[config.mk]
export PLATFORM = sky130hd
export DESIGN_NAME = cnna_acc_requant
export DESIGN_NICKNAME = d
export VERILOG_FILES = /design/src/rtl/cnna_acc_requant.sv
export SDC_FILE = /design/constraint.sdc
export NUM_CORES = 1
export LEC_CHECK = 0
export CORE_MARGIN = 2
export CORE_UTILIZATION = 45
export DETAILED_ROUTE_END_ITERATION = 6
export HOLD_SLACK_MARGIN = 0.06
export PLACE_DENSITY = 0.65
export SYNTH_ARGS = -nofsm -noshare
export SYNTH_HDL_FRONTEND = slang
export SYNTH_SLANG_ARGS = --single-unit
export TNS_END_PERCENT = 10
[constraint.sdc]
create_clock -name ap_clk -period 9.95 [get_ports ap_clk]
set_input_delay 2.4875 -clock ap_clk [delete_from_list [all_inputs] [get_ports ap_clk]]
set_output_delay 2.4875 -clock ap_clk [all_outputs]
set_load 0.03 [all_outputs]
[src/rtl/cnna_acc_requant.sv]
// cnna_acc_requant: accumulates groups of unsigned multiplier products into a
// saturating accumulator, then requantizes each group sum with a round-half-up
// right shift and unsigned saturation. The result sits in a registered
// valid/ready output stage.
module cnna_acc_requant #(
  parameter int PROD_W  = 35,
  parameter int ACC_W   = 40,
  parameter int OUT_W   = 16,
  parameter int SHIFT_W = 6,
  parameter int CNT_W   = 16
) (
  input  logic               ap_clk,
  input  logic               ap_rst_n,
  input  logic               in_valid,
  output logic               in_ready,
  input  logic [PROD_W-1:0]  in_data,
  input  logic               in_last,
  input  logic [SHIFT_W-1:0] shift,
  output logic               out_valid,
  input  logic               out_ready,
  output logic [OUT_W-1:0]   out_data,
  output logic               out_sat,
  output logic [CNT_W-1:0]   out_cnt
);

  typedef enum logic {IDLE, ACCUM} state_t;

  state_t             state;
  state_t             state_next;
  logic [ACC_W-1:0]   acc;
  logic               ovf;
  logic [CNT_W-1:0]   cnt;

  logic               accept;
  logic               load;
  logic [ACC_W:0]     acc_base;
  logic [ACC_W:0]     sum_wide;
  logic [ACC_W-1:0]   sum_sat;
  logic               ovf_final;
  logic [CNT_W-1:0]   cnt_final;
  logic [ACC_W:0]     round_add;
  logic [ACC_W:0]     r_wide;
  logic               clip;
  logic [OUT_W-1:0]   data_q;

  // The output stage can take a new result when it is empty or being drained;
  // this depends only on registered state and out_ready.
  assign in_ready = !out_valid || out_ready;
  assign accept   = in_valid && in_ready;
  assign load     = accept && in_last;

  // Next-state logic: a group opens on a non-last beat and closes on its last beat.
  always_comb begin
    state_next = state;
    if (accept) begin
      if (in_last) begin
        state_next = IDLE;
      end else begin
        state_next = ACCUM;
      end
    end
  end

  // Accumulate the current beat; a fresh group starts from zero so no clear cycle is needed.
  always_comb begin
    acc_base  = (state == IDLE) ? '0 : {1'b0, acc};
    sum_wide  = acc_base + {{(ACC_W + 1 - PROD_W){1'b0}}, in_data};
    sum_sat   = sum_wide[ACC_W] ? {ACC_W{1'b1}} : sum_wide[ACC_W-1:0];
    ovf_final = sum_wide[ACC_W] || ((state == ACCUM) && ovf);
    if (state == IDLE) begin
      cnt_final = CNT_W'(1);
    end else if (&cnt) begin
      cnt_final = cnt;
    end else begin
      cnt_final = cnt + CNT_W'(1);
    end
  end

  // Requantize: add half an output LSB, shift right, then clip to OUT_W bits.
  always_comb begin
    round_add = '0;
    if (shift != '0) begin
      round_add = {{ACC_W{1'b0}}, 1'b1} << (shift - SHIFT_W'(1));
    end
    r_wide = ({1'b0, sum_sat} + round_add) >> shift;
    if (shift >= SHIFT_W'(ACC_W)) begin
      r_wide = '0;
    end
    clip   = |r_wide[ACC_W:OUT_W];
    data_q = clip ? {OUT_W{1'b1}} : r_wide[OUT_W-1:0];
  end

  // Group state register; only advances on an accepted beat, so backpressure freezes it.
  always_ff @(posedge ap_clk or negedge ap_rst_n) begin
    if (!ap_rst_n) begin
      state <= IDLE;
      acc   <= '0;
      ovf   <= 1'b0;
      cnt   <= '0;
    end else begin
      state <= state_next;
      if (accept) begin
        acc <= sum_sat;
        ovf <= ovf_final;
        cnt <= cnt_final;
      end
    end
  end

  // Output register: loads on the last beat, otherwise holds; valid drops when consumed.
  always_ff @(posedge ap_clk or negedge ap_rst_n) begin
    if (!ap_rst_n) begin
      out_valid <= 1'b0;
      out_data  <= '0;
      out_sat   <= 1'b0;
      out_cnt   <= '0;
    end else begin
      if (load) begin
        out_valid <= 1'b1;
        out_data  <= data_q;
        out_sat   <= clip || ovf_final;
        out_cnt   <= cnt_final;
      end else if (out_ready) begin
        out_valid <= 1'b0;
      end
    end
  end

endmodule

* After elaboration in Yosys (flattened, before gate mapping)
Index checks and enable logic that the tools add are counted. Widths: inputs -> output; s select.
Word-level totals: output and inout port bits 35, input port bits 46, word-level logic and storage cells 36, bits in registers 92
Operators by class: magnitude comparators 1, shifts and indexed selects 2, reductions and logical operators 11, muxes and demuxes 10, add/sub/neg operators 4
Operators with widths (number):
- $mux 41 | 2
- $mux 40 | 2
- $mux 16 | 3
- $add 40x35->41 | 1
- $add 40x41->41 | 1
- $shl 1x6->41 const A | 1
- $shr 41x6->41 | 1
- $reduce_or 25->1 | 1
- $add 16x1->16 const B | 1
- $reduce_and 16->1 | 1
- $ge 6x6->1 const B | 1
- $reduce_bool 6->1 | 1
- $sub 6x1->6 const B | 1
- $logic_and 1x1->1 | 3
- $logic_or 1x1->1 | 3
- $mux 1 | 3
- $reduce_bool 2->1 | 1
- $logic_not 1->1 | 1

* Depth between registers and ports, before layout
depth after elaboration 8, mapped depth 36, depth with buffers taken out 28

* Least setup slack after synthesis
Ideal clock, no wire load.
kind input -> register, from in in_data[0], to reg out_data[10], arrival 9.620 ns, stages 32, path slack 0.201 ns, required time 9.821 ns, path through ha_1 > fa_1 > a21o_1 > a21oi_1 > o21ai_0 > a21oi_1 > o311a_1 > o31ai_1 > a221oi_1 > o2111ai_1 > nand3_1 > or2_2 > clkbuf_1 > clkbuf_1 > buf_1 > nand2_1 > ha_1 > buf_4 > nand4_4 > or3_1 > buf_2 > nor4_4 > o21ai_2 > a311oi_1 > a31oi_1 > or2_0 > mux4_2 > o21a_1 > a2111o_1 > nor3_4 > buf_6 > a21oi_1
On the way: cells in the longest elaborated chain, start to end 7
Ends and longest elaborated chain:
- start, declared | line 16 | input logic [PROD_W-1:0] in_data,
- $add 40x35->41 (*) | line 67 | sum_wide = acc_base + {{(ACC_W + 1 - PROD_W){1'b0}}, in_data};
- $mux 40 (*) | line 68 | sum_sat = sum_wide[ACC_W] ? {ACC_W{1'b1}} : sum_wide[ACC_W-1:0];
- named net sum_sat[21] | line 38 | logic [ACC_W-1:0] sum_sat;
- $add 40x41->41 (*) | line 85 | r_wide = ({1'b0, sum_sat} + round_add) >> shift;
- $shr 41x6->41 (*) | line 85
- $mux 41 (*) | line 86 | if (shift >= SHIFT_W'(ACC_W)) begin
- $reduce_or 25->1 | line 89 | clip = |r_wide[ACC_W:OUT_W];
- $mux 16 (*) | line 90 | data_q = clip ? {OUT_W{1'b1}} : r_wide[OUT_W-1:0];
- end signal, assigned | line 120 | out_data <= data_q;
- end, declared | line 21 | output logic [OUT_W-1:0] out_data,
The timed path passes the listed nets; every way through them passes the cells marked *. A chain may end at the register's enable or synchronous reset.

* Worst setup path in the final report
from in in_data[0], to reg out_data[4]
Same word-level chain as after synthesis.

==> results.toml <==
[clock_network]
htree_num_levels = 3
cts_max_path_buffers = 2
cts_buffers = 9
cts.sinks = 92
root_buffer = "clkbuf_16"
cts_tree = "done"
clk_latency_ns = 0.36
clk_pin_slew_ns = 0.08

[layout]
area_growth_pct = 26.5
fillerInstances = 2678
drive_gt1_share_pct = 21.5
fin_nets = 2070
utilization_pct = 57.8
layout_commonest_cell = "buf_4"
diodes = 0
fin_area_um2 = 16100
seq_area_um2 = 2300
mostFrequentLayoutCells = "buf_4, nor2_1, nand2_1"
multi_input_area_um2 = 10000

[yosys]
syn_area_um2 = 12700
synth_top_area_share_pct = 18.1
synthTopCellsByArea = "dfrtp_1, ha_1, nor2_1"
synth.net_count = 1821
yosysWarnings = 0
synth_largest_area_cell = "dfrtp_1"
synth_edf_count = 0
async_flop_share_pct = 100
syn_avg_cell_area_um2 = 7.49
syn_inst = 1697
ys.flop_type = "dfrtp_1"
ys_seq_area_share_pct = 18.1
yosysUniqueCellTypes = 87
synth-seq-cells = 92

[worst_hold_path]
hold_depth = 2
min_to = "out_cnt[4]$_DFFE_PN0P_"
hp-class = "reg2reg"
hp-start = "out_cnt[4]$_DFFE_PN0P_"

[routing]
drtPass1Iterations = 6
vias = 14583
wl_per_cell_um = 20.6
via_per_inst = 6.26
drc = 0
wl_um = 47900
final_antenna_net_count = 0
drt-initial-drc-count = 1390

[critical_path]
r2r_slack_ns = 2.00
crit_arrival_ns = 9.79
end_kind = "register"
crit_family = "compound AO/OA/AOI/OAI gates"
worst-path-buf-inv = 7
worstPathRequired_ns = 10.19
critPathMaxStageDelay_ns = 0.48
criticalPathCategory = "in2reg"
crit_path_frequent_cell = "buf_4"
rr_endpoint = "out_data[4]$_DFFE_PN0P_"
r2r_start = "state$_DFFE_PN0P_"
critPathLaunchType = "input pin"
crit_slowest_cell = "a211oi_2"
r2r_cells = 32
cp_max_fo = 32

[sta]
min_period_ns = 9.55
setup_violations = 0
worst_pin_slew_ns = 0.845
slew_headroom_pct = 43.5
finClkSkew_ns = 0.0203
hold_violations = 0
maxSlewViolCount = 0
fin_crit_sh_pct = 96.0
fin_hold_ws_ns = 0.469
fmax_mhz = 105

[placed_design]
dp_hpwl_um = 37500
portBuffers = 80
place.gp.congestion = 1.05
dpl_cell_area_um2 = 15500

[pwr]
p_per_area_nw_per_um2 = 288
vdd_drop_max_uv = 154
power.leakage_nw = 6.95
power_mw = 4.63

[floorplan]
core_um2 = 27800
fp.dieW_um = 172
rows = 61
die_area_um2 = 29600
die_h_um = 172
start_util_pct = 45.7
top_level_ports = 81

[global_route]
grt_pass1_vias = 13779
grt_start_max_net_pins = 59
grt_pass1_wl_um = 75000
grtUsageTotal_pct = 32.3
grt_overflow = 0
antenna_found_initial = 0

[outcome]
status = "complete, no violations"

[job]
max_cap_violations = 0
-- worst register-to-register path, delay by kind of cell (launching register included) --
family                     cells  cell delay, ns
buffers and inverters          7            1.48
DFF                            1            0.54
AOI/OAI and AO/OA             18            4.44
and+or+nand+nor                5            0.78
adders and majority gates      2            0.59
-- repair_timing --
action,in CTS,in global routing
hold buffers,0,0
setup buffers,0,4
resized for setup,5,34
pin swaps,0,3
cloned,0,1
setup endpoints to repair,17,17
-- power breakdown --
group / internal [mW] / switching, mW
clock network: 0.181 / 0.186
logic: 1.63 / 2.07
registers: 0.494 / 0.0752
-- layer usage --
metal | GRT usage (%) | vias to the layer above | part of all wire [%]
li1 | - | 6897 | -
met1 | 42.7 | 6853 | 43
met2 | 52.1 | 683 | 45
met3 | 4.74 | 150 | 7.5
met4 | 14.7 | 0 | 4.7
met5 | 0 | - | 0
-- sequential cells by signal, summed over array words and instances (netlist names) --
name	flops
cnt	16
out_valid	1
acc	40
ovf	1
out_sat	1
out_cnt	16
out_data	16
state	1
-- cell usage after synthesis (8+ instances only) --
cell	n
dfrtp_1	92
mux2_2	38
or2_2	29
nand2b_1	11
a211o_1	10
nand3_1	39
o2111ai_1	9
and2_1	55
buf_1	15
nor4_1	14
or3_1	13
xnor2_1	49
o31ai_1	18
nand4_1	30
nor2_1	192
ha_1	76
a21oi_1	125
nor2b_1	12
o211ai_1	33
a21o_1	43
o21bai_1	12
buf_2	12
o32ai_1	16
mux4_2	20
xor2_1	20
a22o_1	8
clkbuf_1	77
and3_1	22
nand2_1	164
a211oi_1	35
mux2i_1	44
o21ai_1	13
o21a_1	15
inv_1	27
a31oi_1	29
o21ai_0	85
nor3_1	72
-- kinds of logic after synthesis --
| logic type | synth area share (%) |
|---|---|
| and+or+nand+nor | 25.8 |
| xor gates and xnor gates | 4.76 |
| DFF | 18.1 |
| AOI/OAI and AO/OA | 28.7 |
| buffers and inverters | 4.46 |
| adders and majority gates | 7.80 |
| muxes | 10.4 |
-- worst max path at each step --
stage                           from                  endpoint  slack [ns]  cells past startpoint
after floorplan           in_data[0]  out_data[10]$_DFFE_PN0P_        0.20                     32
final                     in_data[0]   out_data[4]$_DFFE_PN0P_        0.40                     32
after detailed placement  in_data[0]  out_data[14]$_DFFE_PN0P_       -1.03                     32
after global placement    in_data[0]  out_data[14]$_DFFE_PN0P_       -0.71                     32
after CTS                 in_data[0]  out_data[14]$_DFFE_PN0P_         0.1                     32
after global routing      in_data[0]  out_data[14]$_DFFE_PN0P_       -0.04                     30
-- metrics by stage --
step | worst slack (ns) | setup TNS, ns | instances
after global placement | -0.706 | -10.78 | 2308
after detailed placement | -1.03 | -16.05 | 2308
final | 0.403 | 0 | 2329
after global routing | -0.0391 | -0.0391 | 2329
after floorplan | 0.201 | 0 | 1697
after CTS | 0.0950 | 0 | 2324
-- layout make-up --
class                   instances  area share, %
clock buffers                   9           1.40
clock inverters                 7          0.569
inverters                      32          0.748
multi-input cells            1465           62.4
flip-flops and latches         92           14.3
well taps                     378           2.94
repair buffers                346           17.6
(Power assumes the default switching activity.)
